==> config.mk <==
export PLATFORM = sky130hd
export DESIGN_NAME = instr_loader
export DESIGN_NICKNAME = d
export VERILOG_FILES = /design/src/rtl/instr_loader.sv
export SDC_FILE = /design/constraint.sdc
export NUM_CORES = 2
export LEC_CHECK = 0
export ABC_AREA = 0
export CAP_MARGIN = 20
export CELL_PAD_IN_SITES_DETAIL_PLACEMENT = 0
export CELL_PAD_IN_SITES_GLOBAL_PLACEMENT = 1
export CORE_MARGIN = 10
export CORE_UTILIZATION = 55
export CTS_CLUSTER_SIZE = 24
export DETAILED_ROUTE_END_ITERATION = 10
export PLACE_DENSITY_LB_ADDON = 0.12
export SKIP_CTS_REPAIR_TIMING = 1
export SLEW_MARGIN = 20
export SYNTH_ARGS = -nofsm -noshare
export SYNTH_HDL_FRONTEND = slang
export SYNTH_SLANG_ARGS = --single-unit
==> constraint.sdc <==
create_clock -name clk -period 19.52 [get_ports clk]
set_clock_uncertainty 0.15 [all_clocks]
set_input_delay 3.904 -clock clk [delete_from_list [all_inputs] [get_ports clk]]
set_output_delay 3.904 -clock clk [all_outputs]
set_load 0.02 [all_outputs]
==> src/rtl/instr_loader.sv <==
// -----------------------------------------------------------------------------
// instr_loader
//
// Program loader and writable instruction store for the 8-bit core. Decoded
// instruction fields arrive one per beat over a valid/ready stream. Each beat
// is checked for legality, encoded into an 8-bit instruction word and written
// sequentially into program memory starting at address 0. The fetch port
// (pc -> instr) reads that memory combinationally. Words at or beyond the
// current count read back as HALT (8'hE0).
//
// Parameters
//   DEPTH    program memory words (power of two, <= 65536)
//   AW       address width
//   NLABELS  number of legal jump-label indices (0 .. NLABELS-1)
//
// Ports
//   clk, reset         rising-edge clock, synchronous active-high reset
//   start              pulse: begin (or restart) a load at address 0
//   in_valid/in_ready  field-beat handshake; in_ready is high only while loading
//   in_opcode..in_last decoded instruction fields and end-of-program marker
//   done, error        sticky status of the last load
//   err_addr           address of the offending beat when error is set
//   count              words written in the current/last load
//   pc, instr          fetch port, zero latency
// -----------------------------------------------------------------------------
module instr_loader #(
  parameter int DEPTH   = 256,
  parameter int AW      = $clog2(DEPTH),
  parameter int NLABELS = 3
) (
  input  logic          clk,
  input  logic          reset,
  input  logic          start,
  input  logic          in_valid,
  output logic          in_ready,
  input  logic [3:0]    in_opcode,
  input  logic [2:0]    in_reg_a,
  input  logic [2:0]    in_reg_o,
  input  logic [2:0]    in_imm,
  input  logic          in_flag,
  input  logic [3:0]    in_label,
  input  logic          in_last,
  output logic          done,
  output logic          error,
  output logic [AW-1:0] err_addr,
  output logic [AW:0]   count,
  input  logic [15:0]   pc,
  output logic [7:0]    instr
);

  localparam logic [3:0] OP_JMP  = 4'h2;
  localparam logic [3:0] OP_LIM  = 4'h4;
  localparam logic [3:0] OP_SFT  = 4'h9;
  localparam logic [3:0] OP_INC  = 4'hD;
  localparam logic [3:0] OP_HALT = 4'hE;
  localparam logic [3:0] OP_TBA  = 4'hF;
  localparam logic [7:0] HALT_WORD = 8'hE0;

  // Address of the final memory word; a legal beat here fills the store.
  localparam logic [AW:0] LAST_ADDR = (AW+1)'(DEPTH - 1);

  typedef enum logic [1:0] {
    S_IDLE,
    S_LOAD,
    S_DONE,
    S_ERR
  } state_e;

  state_e        state_q, state_d;
  logic [AW:0]   count_q, count_d;
  logic [AW-1:0] err_addr_q, err_addr_d;

  logic [7:0]    word;
  logic          legal;
  logic          accept;
  logic          we;

  logic [7:0]    mem_q [DEPTH];

  // ---------------------------------------------------------------------------
  // Field encoder and legality check
  // ---------------------------------------------------------------------------
  // NOTE: every output of a combinational block gets a default first, so no
  // path through the case can leave it unassigned and infer a latch.
  always_comb begin
    word  = '0;
    legal = 1'b0;
    case (in_opcode)
      OP_SFT, OP_INC: begin
        word  = {in_opcode, in_reg_a, in_flag};
        legal = 1'b1;
      end
      OP_LIM: begin
        // Only r2/r3 are immediate targets; the low bit selects which.
        word  = {in_opcode, in_imm, (in_reg_o == 3'd3)};
        legal = (in_reg_o[2:1] == 2'b01);
      end
      OP_JMP: begin
        word  = {in_opcode, in_label};
        legal = (32'(in_label) < NLABELS);
      end
      OP_HALT, OP_TBA: begin
        word  = {in_opcode, 4'b0000};
        legal = 1'b1;
      end
      default: begin
        // M-form: input register from r0..r3, output register from r4..r7.
        word  = {in_opcode, in_reg_a[1:0], in_reg_o[1:0]};
        legal = !in_reg_a[2] && in_reg_o[2];
      end
    endcase
  end

  // A beat presented in the same cycle as start is dropped by the restart.
  assign accept = (state_q == S_LOAD) && in_valid && !start;

  // ---------------------------------------------------------------------------
  // Next-state logic
  // ---------------------------------------------------------------------------
  always_comb begin
    state_d    = state_q;
    count_d    = count_q;
    err_addr_d = err_addr_q;
    we         = 1'b0;
    if (start) begin
      state_d    = S_LOAD;
      count_d    = '0;
      err_addr_d = '0;
    end else if (accept) begin
      if (legal) begin
        we      = 1'b1;
        count_d = count_q + 1'b1;
        if (in_last || (count_q == LAST_ADDR)) begin
          state_d = S_DONE;
        end
      end else begin
        err_addr_d = count_q[AW-1:0];
        state_d    = S_ERR;
      end
    end
  end

  // ---------------------------------------------------------------------------
  // State registers
  // ---------------------------------------------------------------------------
  // NOTE: sequential state uses non-blocking assignments so every register
  // samples its _d value from before the edge, independent of statement order.
  always_ff @(posedge clk) begin
    if (reset) begin
      state_q    <= S_IDLE;
      count_q    <= '0;
      err_addr_q <= '0;
    end else begin
      state_q    <= state_d;
      count_q    <= count_d;
      err_addr_q <= err_addr_d;
    end
  end

  // NOTE: the program memory has no reset; count_q = 0 already masks every
  // word at the fetch port, and leaving it unreset keeps it a plain RAM.
  always_ff @(posedge clk) begin
    if (we && !reset) begin
      mem_q[count_q[AW-1:0]] <= word;
    end
  end

  // ---------------------------------------------------------------------------
  // Outputs
  // ---------------------------------------------------------------------------
  assign in_ready = (state_q == S_LOAD);
  assign done     = (state_q == S_DONE);
  assign error    = (state_q == S_ERR);
  assign err_addr = err_addr_q;
  assign count    = count_q;

  // Anything not yet written in this load, including pc >= DEPTH, reads HALT.
  assign instr = (32'(pc) < 32'(count_q)) ? mem_q[pc[AW-1:0]] : HALT_WORD;

endmodule

==> results.sh <==
export IMPL_status="completed"
export IMPL_worst_slew_pin_slew_ns=1.20
export IMPL_cellPowerDensity_mw_per_mm2=102
export IMPL_synth_seq_cells=2067
export IMPL_final_area_mm2=0.0898
export IMPL_firstDrtPassIters=6
export IMPL_tns_ns=0
export IMPL_seq_area_frac_synth_pct=76.6
export IMPL_numPortBuffers=66
export IMPL_clk_pin_slew_ns=0.06
export IMPL_ys_async_sr_fraction_pct=0
export IMPL_fin_nets=4114
export IMPL_layout_drive_gt1_share_pct=20.7
export IMPL_r2r_start="count[3]"
export IMPL_yosysTopAreaCell="edfxtp_1"
export IMPL_syn_inst=3933
export IMPL_stdcell_count=6148
export IMPL_start_util_pct=55.4
export IMPL_post_dp_cell_area_mm2=0.0834
export IMPL_worst_hold_slack_ns=0.346
export IMPL_drt_iter0_markers=5385
export IMPL_place_ws_ns=6.08
export IMPL_syn_nets=3985
export IMPL_max_slew_margin_pct=19.9
export IMPL_setup_viol=0
export IMPL_clockBufferDepth=3
export IMPL_final_common_cell="edfxtp_1"
export IMPL_worstSetupStartpoint="pc[0]"
export IMPL_yosys_most_used_dff="edfxtp_1"
export IMPL_antenna_found_initial=13
export IMPL_finalWorstSetupSlack_ns=6.28
export IMPL_path_max_fanout=79
export IMPL_die_area_mm2=0.163
export IMPL_grt_max_degree=205
export IMPL_cts_root_buf="clkbuf_16"
export IMPL_r2r_slack_ns=15.25
export IMPL_utilization_pct=61.7
export IMPL_synth_edff_count=2048
export IMPL_synthesis_area_mm2=0.0808
export IMPL_cp_required_ns=15.47
export IMPL_vias_per_cell=6.68
export IMPL_numClockSinks=2067
export IMPL_fmaxAchievable_mhz=75.5
export IMPL_top_usage_layer="met2"
export IMPL_rsz0062_at_grt="false"
export IMPL_grt_pass1_wl_um=308000
export IMPL_total_power_mw=9.14
export IMPL_use_met3_pct=6.72
export IMPL_clock_latency_ns=0.83
export IMPL_tritoncts="yes"
export IMPL_globalplace_congestion=0.840
export IMPL_arrival_ns=9.18
export IMPL_die_h_um=403
export IMPL_grt_util_all_layers_pct=26.8
export IMPL_place_hpwl_um=132000
export IMPL_hold_viol=0
export IMPL_grt_pass1_vias=40000
export IMPL_hp_start="err_addr[7]"
export IMPL_synth_warnings=0
export IMPL_min_period_over_period_pct=67.8
export IMPL_period_minus_slack_ns=13.24
export IMPL_leakage_nw=27.9
export IMPL_start_kind="input port"
export IMPL_ir_drop_mv=0.0810
export IMPL_syn_avg_cell_area_um2=20.5
export IMPL_dpl_cell_count=5771
export IMPL_io_pins=67
export IMPL_slew_viol_final=0
export IMPL_h_tree_depth=4
export IMPL_dieWidth_um=403
export IMPL_core_area_mm2=0.146
export IMPL_vias=41100
export IMPL_antenna_left=0
export IMPL_synth_top_cell_area_share_pct=76.1
export IMPL_row_count=140
export IMPL_criticalPathCategory="input port to output port"
export IMPL_ys_types=70
export IMPL_cts_buffers=203
export IMPL_min_path_type="flop to flop"
export IMPL_grt_ovfl_total=0
export IMPL_grt_use_met1_pct=39.3
export IMPL_wl_um=219000
export IMPL_met2_usage_pct=40.3
export IMPL_wl_per_cell_um=35.6
export IMPL_area_growth_pct=11.2
export IMPL_maxCapViolations=0
export IMPL_drc=0
export IMPL_end_kind="output port"
export IMPL_ys_top_cells_by_area="edfxtp_1 76%, mux4_2 13%, mux2i_1 2.2%, nor2_1 1.5%, a22oi_1 0.97%"
export IMPL_final_cell_mix="2048 x edfxtp_1, 454 x mux4_2, 318 x nor2_1"
critical path, cell delays in order:
cell	delay [ns]
buf_8	0.48
buf_12	0.48
buf_4	0.86
mux4_2	0.60
nor3_1	0.18
a211oi_1	0.11
o21ai_0	0.66
o21ai_0	0.46
nand4b_1	0.49
clkdlybuf4s50_1	0.65
state kept, by name, summed over array words and instances, names as in the netlist:
name / flops
count: 9
err_addr: 8
state_q: 2
mem_q: 2048
cell usage after synthesis (15+ instances only):
cell type  number
nand4_1        25
nor2_1        325
a22oi_1       104
buf_2          40
a221o_1        15
o22ai_1        19
edfxtp_1     2048
clkbuf_1      110
a21oi_1        39
o21ai_0        47
buf_4          19
mux4_2        454
dfxtp_1        19
a221oi_1       48
buf_6          37
mux2i_1       175
nand2_1        96
buf_1          29
nand3_1        66
nor3_1         24
logic make-up (layout without fill, tap and decap cells):
family,count (synthesis),after routing,share of synthesized area (%)
DFF,2067,2067,76.6
muxes,639,639,15.0
and+or+nand+nor,594,594,3.20
AOI/OAI and AO/OA,360,360,3.23
buffers and inverters,253,544,1.72
adders and majority gates,13,13,0.201
xor gates and xnor gates,7,7,0.0759
other,0,7,0
layout make-up:
cell class                 count  area [um^2]
inverter                      15         60.1
clock inverter               116          976
tap                         1917         2400
sequential                  2067        61900
antenna                        7         17.5
clock buffer                 251         5340
fill                       10200        55900
multi-input combinational   1613        17700
timing repair buffer         162         1500
final timing paths:
path,end,cells past startpoint
hold / removal,err_addr[7],2
setup reg to reg,mem_q[123][2],5
setup / recovery,instr[2],10
hold reg to reg,err_addr[7],2
layer usage:
metal	vias to the layer above	share of wire [%]
met5	-	0.013
met4	4	2.6
met3	312	11
met2	2293	46
met1	21800	40
li1	16600	-
power breakdown:
| group | internal (mW) | switching (mW) | total [mW] |
|---|---|---|---|
| combinational | 0.145 | 0.325 | 0.471 |
| clock | 2.11 | 1.65 | 3.76 |
| sequential | 4.92 | 0.000401 | 4.92 |
(Power assumes the default switching activity.)
